$ cat src/rtl/note_judge_if.sv
// note_judge_if: play-control, key, chart ROM and result signals of the rhythm judge.
interface note_judge_if #(parameter int ADDR_W = 6);
    logic              map;
    logic              key_hit;
    logic              chart_note;
    logic [ADDR_W-1:0] chart_addr;
    logic              miss;
    logic              hit;
    logic              done;
    logic              note_active;
    logic [7:0]        hit_count;
    modport master (
        output map, key_hit, chart_note,
        input  chart_addr, miss, hit, done, note_active, hit_count
    );
    modport slave (
        input  map, key_hit, chart_note,
        output chart_addr, miss, hit, done, note_active, hit_count
    );
endinterface

$ cat src/rtl/note_judge.sv
// note_judge: steps through the song chart beat by beat and grades key presses
// against each note's hit window, producing hit/miss pulses and a done level.
module note_judge #(
    parameter int TICKS_PER_BEAT = 12_500_000,
    parameter int WINDOW         = 5_000_000,
    parameter int SONG_BEATS     = 64,
    parameter int ADDR_W         = 6,
    parameter int TICK_W         = 24
) (
    input logic         clk,
    input logic         reset,
    note_judge_if.slave bus
);
    typedef enum logic [1:0] {IDLE, PLAY, DONE} state_t;
    localparam logic [TICK_W-1:0] LAST_TICK = TICK_W'(TICKS_PER_BEAT - 1);
    localparam logic [TICK_W-1:0] WIN_TICK  = TICK_W'(WINDOW);
    localparam logic [TICK_W-1:0] OPEN_TICK = TICK_W'(1);
    localparam logic [ADDR_W-1:0] LAST_BEAT = ADDR_W'(SONG_BEATS - 1);
    state_t            state_q, state_d;
    logic [TICK_W-1:0] tick_q, tick_d;
    logic [ADDR_W-1:0] beat_q, beat_d;
    logic [7:0]        cnt_q, cnt_d;
    logic              win_q, win_d;
    logic              key_prev_q;
    logic              hit_q, hit_d;
    logic              miss_q, miss_d;
    logic              done_q, done_d;
    logic              press;
    logic              open_now;
    always_comb begin
        state_d  = state_q;
        tick_d   = tick_q;
        beat_d   = beat_q;
        cnt_d    = cnt_q;
        win_d    = win_q;
        hit_d    = 1'b0;
        miss_d   = 1'b0;
        press    = bus.key_hit & ~key_prev_q;
        // A window opening this very cycle already accepts a press.
        open_now = win_q | (tick_q == OPEN_TICK && bus.chart_note);
        if (!bus.map) begin
            state_d = IDLE;
            tick_d  = '0;
            beat_d  = '0;
            win_d   = 1'b0;
        end else if (state_q == IDLE) begin
            state_d = PLAY;
            cnt_d   = '0;
        end else if (state_q == PLAY) begin
            tick_d = tick_q + TICK_W'(1);
            if (tick_q == LAST_TICK) begin
                tick_d = '0;
                if (beat_q == LAST_BEAT) state_d = DONE;
                else beat_d = beat_q + ADDR_W'(1);
            end
            // Press wins over expiry in the same cycle.
            if (press && open_now) begin
                hit_d = 1'b1;
                win_d = 1'b0;
                cnt_d = (cnt_q == 8'hFF) ? cnt_q : cnt_q + 8'd1;
            end else if (press) begin
                miss_d = 1'b1;
            end else if (open_now && tick_q == WIN_TICK) begin
                miss_d = 1'b1;
                win_d  = 1'b0;
            end else begin
                win_d = open_now;
            end
        end
        done_d = (state_d == DONE);
    end
    always_ff @(posedge clk) begin
        if (reset) begin
            state_q    <= IDLE;
            tick_q     <= '0;
            beat_q     <= '0;
            cnt_q      <= '0;
            win_q      <= 1'b0;
            key_prev_q <= 1'b0;
            hit_q      <= 1'b0;
            miss_q     <= 1'b0;
            done_q     <= 1'b0;
        end else begin
            state_q    <= state_d;
            tick_q     <= tick_d;
            beat_q     <= beat_d;
            cnt_q      <= cnt_d;
            win_q      <= win_d;
            key_prev_q <= bus.key_hit;
            hit_q      <= hit_d;
            miss_q     <= miss_d;
            done_q     <= done_d;
        end
    end
    assign bus.chart_addr  = beat_q;
    assign bus.miss        = miss_q;
    assign bus.hit         = hit_q;
    assign bus.done        = done_q;
    assign bus.note_active = win_q;
    assign bus.hit_count   = cnt_q;
endmodule

$ cat src/flat_wrapper.sv
// flat-port wrapper written by rule: the top's interface ports become plain ports
module note_judge_flat 
#(
    parameter int TICKS_PER_BEAT = 12_500_000,
    parameter int WINDOW         = 5_000_000,
    parameter int SONG_BEATS     = 64,
    parameter int ADDR_W         = 6,
    parameter int TICK_W         = 24
)
  (clk, reset, bus_map, bus_key_hit, bus_chart_note, bus_chart_addr, bus_miss, bus_hit, bus_done, bus_note_active, bus_hit_count);
  note_judge_if #(.ADDR_W(ADDR_W)) bus_i ();
  input logic clk;
  input logic reset;
  input wire logic [$bits(bus_i.map)-1:0] bus_map;
  input wire logic [$bits(bus_i.key_hit)-1:0] bus_key_hit;
  input wire logic [$bits(bus_i.chart_note)-1:0] bus_chart_note;
  output wire logic [$bits(bus_i.chart_addr)-1:0] bus_chart_addr;
  output wire logic [$bits(bus_i.miss)-1:0] bus_miss;
  output wire logic [$bits(bus_i.hit)-1:0] bus_hit;
  output wire logic [$bits(bus_i.done)-1:0] bus_done;
  output wire logic [$bits(bus_i.note_active)-1:0] bus_note_active;
  output wire logic [$bits(bus_i.hit_count)-1:0] bus_hit_count;
  assign bus_i.map = bus_map;
  assign bus_i.key_hit = bus_key_hit;
  assign bus_i.chart_note = bus_chart_note;
  assign bus_chart_addr = bus_i.chart_addr;
  assign bus_miss = bus_i.miss;
  assign bus_hit = bus_i.hit;
  assign bus_done = bus_i.done;
  assign bus_note_active = bus_i.note_active;
  assign bus_hit_count = bus_i.hit_count;
  note_judge #(.TICKS_PER_BEAT(TICKS_PER_BEAT), .WINDOW(WINDOW), .SONG_BEATS(SONG_BEATS), .ADDR_W(ADDR_W), .TICK_W(TICK_W)) u_core (.clk(clk), .reset(reset), .bus(bus_i));
endmodule
$ cat config.mk
export PLATFORM = sky130hd
export DESIGN_NAME = note_judge_flat
export DESIGN_NICKNAME = d
export VERILOG_FILES = /design/src/rtl/note_judge_if.sv /design/src/rtl/note_judge.sv /design/src/flat_wrapper.sv
export SDC_FILE = /design/constraint.sdc
export NUM_CORES = 1
export LEC_CHECK = 0
export BUFFER_PORTS_ARGS = -buffer_cell sky130_fd_sc_hd__buf_4
export CAP_MARGIN = 20
export CORE_AREA = 2 2 84 86
export DETAILED_ROUTE_END_ITERATION = 8
export DIE_AREA = 0 0 86 88
export HOLD_SLACK_MARGIN = 0.1
export PLACE_DENSITY = 0.59
export SYNTH_ARGS = -nofsm -noshare
export SYNTH_HDL_FRONTEND = slang
export SYNTH_SLANG_ARGS = --single-unit
$ cat constraint.sdc
create_clock -name clk -period 1.9 [get_ports clk]
set_input_delay 0.095 -clock clk [delete_from_list [all_inputs] [get_ports clk]]
set_output_delay 0.095 -clock clk [all_outputs]
set_load 0.05 [all_outputs]
==> results.txt <==
Num CTS Buffers: 5
WL/cell: 13.4 um
H-tree lvl count: 2
crit path time final: 1.88 ns
Post-Syn Instances: 261
Main synth FF type: dfxtp_1
Syn Nets: 271
Synth Warn #: 0
Hold Slack: 0.159 ns
share of cells above drive strength 1: 0.275
critical-path cell with the highest stage delay: o311a_1
Tightest Pin Transition: 0.541 ns
core footprint: 6640 um2
number of global-route vias before repair: 1923
required time worst endpoint: 2.13 ns
Total Wirelength: 5.36 mm
RSZ-0062 raised after global routing: true
Area Growth Syn to Fin: 28.8%
top cell type's share of synthesized area: 0.398
Vert. Die Dim: 88 um
setup ws final: 0.0158 ns
worst-path cell chain: nor4_2, nand2_1, o311a_1, nor4b_4, buf_6, mux2i_1
area of the die: 7570 um2
overall routing resource usage: 0.151
Post-synth EDFFs: 0
Avg Cell Area, Syn: 8.68 um2
final hold viol count: 0
Slew headroom: 0.638
First DRT Iteration DRCs: 78
gpl congestion: 0.780
initial antenna violation count: 0
critical path capture point type: flop
pin count of the biggest net entering global routing: 25
n_diodes: 0
critical path's largest stage delay: 0.42 ns
Lkg Pwr: 1.09 nW
clk buf depth: 2
NumNets Final: 329
status: completed
global-route wire length before repair: 9.07 mm
Worst Hold Class: input pin to flop
CTS root buf: clkbuf_8
Port Buf Inserts: 22
worst path buffer plus inverter count: 1
fin. max-slew vios: 0
crit path max fanout: 8
CTS tree: yes
Yosys reg bits: 45
Post-synth ARST share: 0
worst path arrival time: 2.12 ns
dominant cells by area after synthesis: dfxtp_1, xor2_1, nor2_1, nand4_1, ha_1
DR DRC count: 0
I/O pin cnt: 23
leading area contributor after synthesis: dfxtp_1
Clock transition at path regs: 0.09 ns
DIE WIDTH: 86 um
CP Launch Type: flop
grt ovf: 0
setup tns final: 0 ns
Tcrit/Tclk final: 0.992
pre-CTS setup slack: 0.0296 ns
post-synth cell types: 43
sequential element share of the synthesized area: 0.398
later-pin clock latency in the skew report: 0.30 ns
VDD IR max: 0.242 mV
Mapped Area: 2260 um2
Crit path max-delay family: simple AND/OR/NAND/NOR gates
TritonRoute pass-1 iters: 4
count of final setup violators: 0
FP Rows: 30
clock sinks: 45
via count: 2061
Pwr per Cell Area: 568 nW/um2
DR vias/cell: 5.15
critical path type: flop to flop
DP HPWL: 3.88 mm
Max-Cap Viols: 0
Final ANT Viol Nets: 0
clock skew: 0.0124 ns
Starting Density: 0.341
fmax: 531 MHz
-- worst register-to-register path: cells and delay by family, from the launching register on --
kind,cells,cell delay [ns]
DFF,1,0.34
buffers and inverters,1,0.17
muxes,1,0.17
AOI/OAI and AO/OA,1,0.42
and+or+nand+nor,3,0.72
-- metrics by stage --
step	std cells	total power, mW	utilization	area, um2
6_report	400	1.66	0.439	2920
5_1_grt	400	1.73	0.439	2920
4_1_cts	399	1.68	0.433	2880
3_5_place_dp	389	1.06	0.416	2770
3_3_place_gp	389	1.06	0.416	2770
2_1_floorplan	261	1.02	-	2280
-- worst paths after layout --
| check | startpoint | endpoint | slack, ns | cells after the start |
|---|---|---|---|---|
| worst min-delay path | reset | u_core.bus.hit_count[1]$_SDFFE_PP0P_ | 0.16 | 4 |
| worst min register to register | u_core.bus.hit_count[0]$_SDFFE_PP0P_ | u_core.bus.hit_count[0]$_SDFFE_PP0P_ | 0.49 | 1 |
| worst max register to register | u_core.tick_q[6]$_SDFFE_PP0P_ | u_core.bus.hit_count[1]$_SDFFE_PP0P_ | 0.02 | 6 |
| worst max-delay path | u_core.tick_q[6]$_SDFFE_PP0P_ | u_core.bus.hit_count[1]$_SDFFE_PP0P_ | 0.02 | 6 |
-- layer usage --
metal | GRT usage | routed length (um) | up-vias
met3 | 0.0320 | 219 | 5
met4 | 0.0476 | 58 | 0
li1 | - | - | 1049
met5 | 0 | 0 | -
met1 | 0.204 | 2560 | 965
met2 | 0.240 | 2520 | 42
-- repair_timing --
action                                  in CTS  in global routing
hold buffers                                 2                  0
hold endpoints to repair                     1                  0
endpoints found under the setup margin       0                 35
setup buffers                                0                  1
gates resized for setup                      0                 10
-- cells in the final DEF, fill, tap and decap left out, drive strengths merged, types with 2 or more instances in the layout --
cell / Yosys / layout
a21oi: 7 / 7
a32oi: 2 / 2
and2: 6 / 6
and3: 7 / 7
and4: 3 / 3
buf: 1 / 55
clkbuf: 5 / 5
dfxtp: 45 / 45
dlygate4sd3: 0 / 2
ha: 5 / 5
inv: 8 / 9
mux2i: 3 / 3
nand2: 14 / 14
nand2b: 9 / 9
nand3: 11 / 11
nand4: 12 / 12
nand4b: 5 / 5
nor2: 37 / 37
nor2b: 4 / 4
nor3: 12 / 12
nor3b: 3 / 3
nor4: 9 / 9
nor4b: 2 / 2
o21ai: 9 / 9
o22ai: 2 / 2
o31ai: 3 / 3
or4: 2 / 2
xnor2: 6 / 6
xor2: 19 / 19
-- cells by family after synthesis --
family,share of synthesized area
buf+inv,0.0265
simple gates,0.357
fa+ha+maj,0.0276
compound gates,0.0807
xor+xnor,0.0967
mux,0.0133
flops,0.398
-- cells in the mapped netlist (2+ instances only) --
cell	n
dfxtp_1	45
nor2_1	37
xor2_1	19
nand2_1	14
nand4_1	12
nor3_1	12
nand3_1	11
nand2b_1	9
o21ai_0	9
inv_1	8
a21oi_1	7
and2_1	6
and3_1	6
xnor2_1	6
clkbuf_1	5
ha_1	5
nand4b_1	5
nor4_1	5
nor2b_1	4
nor4_2	4
mux2i_1	3
nor3b_1	3
a32oi_1	2
and4_1	2
o22ai_1	2
o31ai_1	2
or4_1	2
-- layout make-up --
class | count | area (um2)
fill | 677 | 3730
clock buffer | 5 | 68.8
clock inverter | 3 | 25.0
timing repair buffer | 57 | 449
tap | 80 | 100
sequential | 45 | 911
multi-input combinational | 202 | 1330
inverter | 8 | 30.0
-- sequential cells by signal, indices dropped and copies added (netlist names) --
register	cells
u_core.bus.note_active	1
u_core.state_q	2
u_core.tick_q	24
u_core.bus.done	1
u_core.bus.hit_count	8
u_core.bus.chart_addr	6
u_core.key_prev_q	1
u_core.bus.miss	1
u_core.bus.hit	1
-- power breakdown --
group          switching [mW]  internal, mW  leakage [nW]  total [mW]
Combinational          0.0512        0.0428         0.679      0.0940
Sequential            0.00183         0.945         0.367       0.947
Clock                   0.351         0.266        0.0447       0.617
Power figures use the tool's default switching activity.
